**src/rtl/fifo_rd_adapter_pkg.sv**
```systemverilog
// Shared constants for the FIFO read adapter and its 2-entry buffer.
package fifo_rd_adapter_pkg;
  localparam int unsigned BUF_DEPTH = 2;
  localparam int unsigned OCC_W     = $clog2(BUF_DEPTH + 1);
  localparam int unsigned CNT_W     = 16;
endpackage

```
**src/rtl/skid_buf2.sv**
```systemverilog
// Two-entry in-order buffer with 1-bit wrap-around head/tail pointers.
module skid_buf2
  import fifo_rd_adapter_pkg::*;
#(
  parameter int WIDTH = 8
) (
  input  logic             clk,
  input  logic             rst_n,
  input  logic             clr,
  input  logic             wr_en,
  input  logic [WIDTH-1:0] wr_data,
  input  logic             pop,
  output logic [WIDTH-1:0] rd_data,
  output logic [OCC_W-1:0] occ
);

  logic [WIDTH-1:0] mem_q [BUF_DEPTH];
  logic [WIDTH-1:0] mem_d [BUF_DEPTH];
  logic             head_q, head_d;
  logic             tail_q, tail_d;
  logic [OCC_W-1:0] occ_q, occ_d;

  always_comb begin
    mem_d  = mem_q;
    head_d = head_q;
    tail_d = tail_q;
    occ_d  = occ_q;
    if (clr) begin
      head_d = 1'b0;
      tail_d = 1'b0;
      occ_d  = '0;
    end else begin
      if (wr_en) begin
        mem_d[tail_q] = wr_data;
        tail_d        = ~tail_q;
      end
      if (pop) begin
        head_d = ~head_q;
      end
      occ_d = occ_q + {{(OCC_W-1){1'b0}}, wr_en} - {{(OCC_W-1){1'b0}}, pop};
    end
  end

  always_ff @(posedge clk or negedge rst_n) begin
    if (!rst_n) begin
      head_q <= 1'b0;
      tail_q <= 1'b0;
      occ_q  <= '0;
    end else begin
      head_q <= head_d;
      tail_q <= tail_d;
      occ_q  <= occ_d;
    end
  end

  // Storage needs no reset: occupancy alone decides what is visible.
  always_ff @(posedge clk) begin
    mem_q <= mem_d;
  end

  assign rd_data = mem_q[head_q];
  assign occ     = occ_q;

endmodule

```
**src/rtl/fifo_rd_adapter.sv**
```systemverilog
// Converts a registered-read FIFO interface into a valid/ready stream.
// Define FIFO_RD_ADAPTER_STATS_EN to add the 16-bit word_count output.
module fifo_rd_adapter
  import fifo_rd_adapter_pkg::*;
#(
  parameter int WIDTH = 8
) (
  input  logic             rd_clk,
  input  logic             reset,
  input  logic             fifo_empty,
  input  logic [WIDTH-1:0] fifo_data,
  output logic             fifo_read,
  input  logic             flush,
  output logic             m_valid,
  input  logic             m_ready,
  output logic [WIDTH-1:0] m_data
`ifdef FIFO_RD_ADAPTER_STATS_EN
  ,
  output logic [CNT_W-1:0] word_count
`endif
);

  localparam int unsigned CW = OCC_W + 1;

  logic             inflight_q, inflight_d;
  logic [OCC_W-1:0] occ;
  logic             pop;
  logic             wr_en;
  logic [CW-1:0]    committed;

  assign m_valid = (occ != '0);
  assign pop     = m_valid && m_ready;
  assign wr_en   = inflight_q && !flush;

  // Words held after this edge plus the one in flight; a read is safe
  // only if at most one slot is already spoken for.
  always_comb begin
    committed  = {1'b0, occ} + {{OCC_W{1'b0}}, inflight_q} - {{OCC_W{1'b0}}, pop};
    fifo_read  = reset && !fifo_empty && !flush && (committed <= CW'(1));
    inflight_d = fifo_read;
  end

  always_ff @(posedge rd_clk or negedge reset) begin
    if (!reset) begin
      inflight_q <= 1'b0;
    end else begin
      inflight_q <= inflight_d;
    end
  end

  skid_buf2 #(
    .WIDTH(WIDTH)
  ) u_buf (
    .clk    (rd_clk),
    .rst_n  (reset),
    .clr    (flush),
    .wr_en  (wr_en),
    .wr_data(fifo_data),
    .pop    (pop),
    .rd_data(m_data),
    .occ    (occ)
  );

`ifdef FIFO_RD_ADAPTER_STATS_EN
  logic [CNT_W-1:0] word_count_q, word_count_d;

  always_comb begin
    word_count_d = word_count_q + {{(CNT_W-1){1'b0}}, pop};
  end

  always_ff @(posedge rd_clk or negedge reset) begin
    if (!reset) begin
      word_count_q <= '0;
    end else begin
      word_count_q <= word_count_d;
    end
  end

  assign word_count = word_count_q;
`endif

endmodule

```
**config.mk**
```make
export PLATFORM = sky130hd
export DESIGN_NAME = fifo_rd_adapter
export DESIGN_NICKNAME = d
export VERILOG_FILES = /design/src/rtl/fifo_rd_adapter_pkg.sv /design/src/rtl/skid_buf2.sv /design/src/rtl/fifo_rd_adapter.sv
export SDC_FILE = /design/constraint.sdc
export NUM_CORES = 1
export LEC_CHECK = 0
export CORE_AREA = 2 2 65 67
export DETAILED_ROUTE_END_ITERATION = 10
export DIE_AREA = 0 0 67 69
export DONT_BUFFER_PORTS = 1
export GPL_TIMING_DRIVEN = 0
export PLACE_DENSITY_LB_ADDON = 0.15
export SLEW_MARGIN = 30
export SYNTH_ARGS = -nofsm -noshare
export SYNTH_HDL_FRONTEND = slang
export SYNTH_SLANG_ARGS = --single-unit
```
**constraint.sdc**
```tcl
create_clock -name rd_clk -period 3.95 [get_ports rd_clk]
set_input_delay 0.79 -clock rd_clk [delete_from_list [all_inputs] [get_ports rd_clk]]
set_output_delay 0.79 -clock rd_clk [all_outputs]
set_load 0.03 [all_outputs]
```
==> flow_metrics.py, run 1 <==
metrics = {
    "global_routing": {
        "grt_use_met3": 0.0294,
        "grt_pass1_vias": 470,
        "grt_usage": 0.0672,
        "grt_pass1_wl_um": 2330,
        "grt_max_degree": 13,
        "grt_use_met2": 0.105,
        "busiest_layer": "met2",
        "gr-usage-met1": 0.0799,
        "grt-ovfl-total": 0,
        "antenna_found_initial": 0,
    },
    "clock_tree": {
        "numCtsBuffers": 3,
        "ctsHoldBuffers": 0,
        "ctsResizeCount": 0,
        "cts_num_sinks": 21,
        "cts-root-buf": "clkbuf_8",
        "h-tree-depth": 1,
        "path_clk_slew_ns": 0.07,
        "post_cts_buffers": 0,
        "clockBufferDepth": 2,
        "clk_latency_ns": 0.25,
        "cts_tree": "built",
    },
    "placement": {
        "portBuffers": 0,
        "hpwl_um": 1040,
        "placed_cells": 106,
        "place_congestion": 0.600,
    },
    "power_and_ir_drop": {
        "p_leak_nw": 0.394,
        "p_clk_frac": 0.240,
        "power.density_nw_per_um2": 553,
        "max-vdd-ir-drop_mv": 0.138,
        "p_sw_w": 0.000176,
        "internal_power_w": 0.000388,
        "switching_share": 0.312,
        "combinationalPowerShare": 0.280,
        "pwr-share-seq": 0.480,
        "fin_total_pwr_w": 0.000564,
    },
    "setup_path": {
        "critPathMaxFanout": 3,
        "setup.worst_path.start_class": "primary input",
        "cp-end-kind": "output pin",
        "cp.arrival_ns": 2.49,
        "required_ns": 3.16,
        "critical_path_class": "in -> out",
    },
    "synthesis": {
        "yosysMostFrequentCell": "edfxtp_1",
        "synth_area_leaders": "edfxtp_1 53%, dfrtp_1 14%, mux2_2 11%",
        "syn-cell-area_um2": 905,
        "ys_types": 19,
        "yosysSeqAreaShare": 0.669,
        "synth_ff_type": "edfxtp_1",
        "synth_largest_area_cell": "edfxtp_1",
        "synth_top_area_frac": 0.531,
        "yosys-top-cells-count": "16 x edfxtp_1, 9 x mux2_2, 5 x dfrtp_1, 5 x nor2_1, 4 x inv_1",
        "ys_async_sr_fraction": 0.238,
        "synth_edf_count": 16,
        "ys_seq_elements": 21,
        "syn_inst": 56,
        "avgSynthCellArea_um2": 16.2,
        "synth-warning-count": 0,
        "synth_fp_nets": 73,
    },
    "finish": {
        "fin_cells": 110,
        "area_delta_synth_final_pct": 12.7,
        "drive_gt1_frac": 0.300,
        "finalNetCount": 78,
        "num_antenna_cells": 0,
    },
    "timing": {
        "tns_ns": 0,
        "final_hold_viol_count": 0,
        "hold_slack_ns": 0.226,
        "fmax_mhz": 305,
        "min_period_ns": 3.28,
        "slew_violations": 0,
        "slew-limit-headroom": 0.429,
        "rsz0062_at_grt": "false",
        "setup_violations": 0,
        "skew_ns": 0.00152,
        "worst_slew_pin_slew_ns": 0.850,
        "post-route-period-util": 0.829,
    },
    "die": {
        "fp.dieW_um": 67,
        "num_rows": 23,
        "ios": 23,
        "core_um2": 3910,
        "die_area_um2": 4620,
        "initial_core_util": 0.231,
        "die_y_um": 69,
    },
    "flow_run": {
        "cap_violations": 0,
    },
    "route": {
        "antenna_left": 0,
        "drc": 0,
        "drtIter0Drc": 8,
        "totalWireLength_um": 1400,
        "num_vias": 437,
        "avgRoutedWirePerCell_um": 12.8,
        "dr.pass1.iters": 2,
        "viasPerCell": 3.97,
    },
    "status": {
        "status": "completed",
    },
    "min_path": {
        "hold_class": "in -> async",
    },
}
[final timing paths]
| path | slack, ns | to | startpoint | cells past startpoint |
|---|---|---|---|---|
| min in group rd_clk | 0.57 | u_buf.tail_q$_DFFE_PN0P_ | u_buf.tail_q$_DFFE_PN0P_ | 2 |
| max in group asynchronous | 3.66 | u_buf.tail_q$_DFFE_PN0P_ | reset | 0 |
| worst max-delay path | 0.67 | fifo_read | m_ready | 7 |
| worst min register to register | 0.57 | u_buf.tail_q$_DFFE_PN0P_ | u_buf.tail_q$_DFFE_PN0P_ | 2 |
| worst min-delay path | 0.23 | u_buf.occ[0]$_DFF_PN0_ | reset | 0 |
| worst max register to register | 1.55 | inflight_q$_DFF_PN0_ | u_buf.occ[1]$_DFF_PN0_ | 7 |
[cells by family after synthesis]
logic type | after synthesis | synth area share
AO/OA/AOI/OAI | 2 | 0.0180
AND/OR/NAND/NOR | 12 | 0.0705
XOR/XNOR | 3 | 0.0443
multiplexers | 9 | 0.112
buffers and inverters | 5 | 0.0221
adder cells (fa/ha/maj) | 4 | 0.0636
flip-flops | 21 | 0.669
[stage by stage]
stage / cell area (um^2) / utilization / setup slack (ns)
after floorplan: 905 / - / 0.415
after global placement: 967 / 0.247 / 0.299
after detailed placement: 973 / 0.249 / 0.651
after CTS: 1020 / 0.261 / 0.644
after global routing: 1020 / 0.261 / 0.518
final: 1020 / 0.261 / 0.674
[per-layer routing]
layer | wire (um) | share of wire
met1 | 576 | 0.41
met2 | 693 | 0.49
met3 | 124 | 0.088
met4 | 10 | 0.0071
met5 | 0 | 0
[worst max-delay path, stage by stage]
cell and delay (ns):
and3b_2 0.18, a21o_1 0.09, ha_1 0.13, inv_1 0.05, fa_1 0.47, nand2_1 0.06, nor4_2 0.70
[sequential cells by signal, summed over array words and instances, names as in the netlist]
register	flops
u_buf.mem_q	16
inflight_q	1
u_buf.occ	2
u_buf.head_q	1
u_buf.tail_q	1
[layout by cell type, fill, tap and decap left out]
cell / count
o21a_2: 1
dfrtp_1: 5
xnor3_1: 1
xor2_1: 1
xnor2_1: 1
edfxtp_1: 16
a21o_1: 1
fa_1: 1
nor2_1: 5
and3b_2: 1
clkbuf_8: 3
nand2b_1: 1
nor2b_1: 2
nand2_1: 1
clkinv_2: 1
or2_2: 1
nor4_2: 1
buf_2: 1
ha_1: 3
inv_1: 4
mux2_2: 9
[area by class of cell]
type / instances / area [um^2]
Buffer: 1 / 5.00
Tap cell: 50 / 62.6
Fill cell: 416 / 2890
Sequential cell: 21 / 606
Clock buffer: 3 / 41.3
Clock inverter: 1 / 5.00
Multi-Input combinational cell: 30 / 285
Inverter: 4 / 15.0
[power groups by stage]
stage                     clock [W]  combinational (W)  sequential, W
final                      0.000135           0.000158       0.000271
after global routing       0.000155           0.000171       0.000274
after CTS                  0.000142           0.000162       0.000271
after detailed placement          0           0.000160       0.000276
after global placement            0           0.000160       0.000276
after floorplan                   0           0.000142       0.000273
(Power assumes the default switching activity.)
==> run 2: changes to the inputs <==
==> constraint.sdc (replaced) <==
create_clock -name rd_clk -period 3.18 [get_ports rd_clk]
set_input_delay 0.636 -clock rd_clk [delete_from_list [all_inputs] [get_ports rd_clk]]
set_output_delay 0.636 -clock rd_clk [all_outputs]
set_load 0.03 [all_outputs]
==> run 2 against run 1 <==
Compared with the run above:
- clock skew rose by 0.00079 ns
- clock-buffer cell count unchanged
- sequential power increased by 24%
- critical path depth stayed put
- die area unchanged
- core utilization rose by 0.22 points
- register-to-register slack got worse by 0.53 ns
- combinational power is 27% higher
- via count fell by 0.69%
- largest cell class unchanged
==> flow_metrics.py, run 2 (same netlist as run 1, synthesis figures left out) <==
metrics = {
    "finish": {
        "seq_area_um2": 606,
        "largest-register": "u_buf.mem_q",
        "area_delta_synth_final_pct": 13.7,
        "finalNetCount": 78,
        "final_util": 0.263,
        "num_antenna_cells": 0,
        "multiInputGateArea_um2": 294,
        "layout_common_cells": "16 x edfxtp_1, 9 x mux2_2, 5 x nor2_1, 5 x dfrtp_1, 4 x inv_1",
        "fin_cells": 110,
        "fillers": 425,
        "drive_gt1_frac": 0.300,
        "largest_register_ff_count": 16,
        "final_common_cell": "edfxtp_1",
    },
    "clock_tree": {
        "cts_tree": "built",
        "cts_num_sinks": 21,
        "cts-root-buf": "clkbuf_8",
        "clockBufferDepth": 2,
        "path_clk_slew_ns": 0.07,
        "clk_latency_ns": 0.26,
        "numCtsBuffers": 3,
        "ctsHoldBuffers": 0,
        "h-tree-depth": 1,
    },
    "placement": {
        "placed_cells": 106,
        "hpwl_um": 1050,
        "portBuffers": 0,
        "dp_slack_ns": 0.213,
        "place_congestion": 0.632,
    },
    "die": {
        "fp.dieW_um": 67,
        "core_um2": 3910,
        "num_rows": 23,
        "ios": 23,
        "die_area_um2": 4620,
        "die_y_um": 69,
        "initial_core_util": 0.231,
    },
    "global_routing": {
        "grt_pass1_wl_um": 2400,
        "grt-ovfl-total": 0,
        "grt_usage": 0.0741,
        "grt_max_degree": 13,
        "grt_pass1_vias": 455,
        "antenna_found_initial": 0,
    },
    "timing": {
        "setup_violations": 0,
        "slew_violations": 0,
        "post-route-period-util": 0.908,
        "tns_ns": 0,
        "skew_ns": 0.00231,
        "slew-limit-headroom": 0.511,
        "min_period_ns": 2.89,
        "final_hold_viol_count": 0,
        "postLayoutSetupSlackWorst_ns": 0.293,
        "worst_slew_pin_slew_ns": 0.731,
        "fmax_mhz": 346,
        "rsz0062_at_grt": "false",
    },
    "setup_path": {
        "cp-end-kind": "output pin",
        "critPathMaxFanout": 6,
        "required_ns": 2.54,
        "timing.rr.end": "inflight_q$_DFF_PN0_",
        "setup.worst_path.start_class": "register",
        "r2r_slack_ns": 1.02,
        "cp.arrival_ns": 2.25,
        "r2r_cells": 7,
        "critical_path_class": "reg -> out",
        "r2r_start": "u_buf.occ[1]$_DFF_PN0_",
    },
    "power_and_ir_drop": {
        "power.density_nw_per_um2": 686,
        "max-vdd-ir-drop_mv": 0.179,
        "p_leak_nw": 0.395,
    },
    "route": {
        "drtIter0Drc": 14,
        "viasPerCell": 3.95,
        "avgRoutedWirePerCell_um": 13.1,
        "drc": 0,
        "num_vias": 434,
        "dr.pass1.iters": 3,
        "antenna_left": 0,
        "totalWireLength_um": 1440,
    },
    "min_path": {
        "hold_class": "in -> async",
    },
    "flow_run": {
        "cap_violations": 0,
    },
    "status": {
        "status": "completed",
    },
}
[run 2: where the power goes]
part / internal (W) / leakage (nW) / switching, W
combinational: 0.0000745 / 0.157 / 0.000126
sequential: 0.000322 / 0.212 / 0.0000142
clock: 0.0000871 / 0.0255 / 0.0000822
[run 2: timing repair]
item / 4_1_cts / 5_1_grt
buffers inserted: 0 / 0
resized for setup: 0 / 1
endpoints found under the setup margin: 0 / 1
[run 2: through the flow]
stage                     area (um^2)  hold slack [ns]  total power (W)
after floorplan                   911            0.340         0.000518
after global placement            973            0.341         0.000543
after detailed placement          973            0.341         0.000544
after CTS                        1020           0.0578         0.000719
after global routing             1030           0.0423         0.000748
final                            1030           0.0671         0.000706
[run 2: worst max-delay path, cell delays in order (launching register included)]
cell and delay [ns]:
dfrtp_1 0.46, and3b_2 0.24, a21o_1 0.09, ha_1 0.13, inv_1 0.04, fa_1 0.47
nand2_1 0.08, nor4_4 0.49
[run 2: layout make-up]
cell class | instances | area share
Buffer | 1 | 0.00487
Clock buffer | 3 | 0.0401
Clock inverter | 1 | 0.00487
Inverter | 4 | 0.0146
Multi-Input combinational cell | 30 | 0.286
Sequential cell | 21 | 0.589
Tap cell | 50 | 0.0608
[run 2: per-layer routing]
layer,wire [um],global-route usage,up-vias,share of wire
li1,-,-,203,-
met1,563,0.0816,215,0.39
met4,38,0.0408,0,0.026
met3,115,0.0424,4,0.080
met2,726,0.110,12,0.50
met5,0,0,-,0
[run 2: how the worst max path moves through the flow]
stage | from | to | slack (ns) | cells after the start
2_1_floorplan | m_ready | fifo_read | 0.31 | 7
3_3_place_gp | m_ready | fifo_read | 0.21 | 7
3_5_place_dp | m_ready | fifo_read | 0.21 | 7
4_1_cts | u_buf.occ[1]$_DFF_PN0_ | fifo_read | 0.05 | 7
5_1_grt | u_buf.occ[1]$_DFF_PN0_ | fifo_read | 0.12 | 7
6_report | u_buf.occ[1]$_DFF_PN0_ | fifo_read | 0.29 | 7
==> run 3: changes to the inputs <==
--- a/config.mk
+++ b/config.mk
@@ -5,6 +5,7 @@
 export SDC_FILE = /design/constraint.sdc
 export NUM_CORES = 1
 export LEC_CHECK = 0
+export ABC_CLOCK_PERIOD_IN_PS = 3180
 export CORE_AREA = 2 2 65 67
 export DETAILED_ROUTE_END_ITERATION = 10
 export DIE_AREA = 0 0 67 69
==> results of run 3 <==
No change in the layout: final DEF, timing and power equal those of run 2.
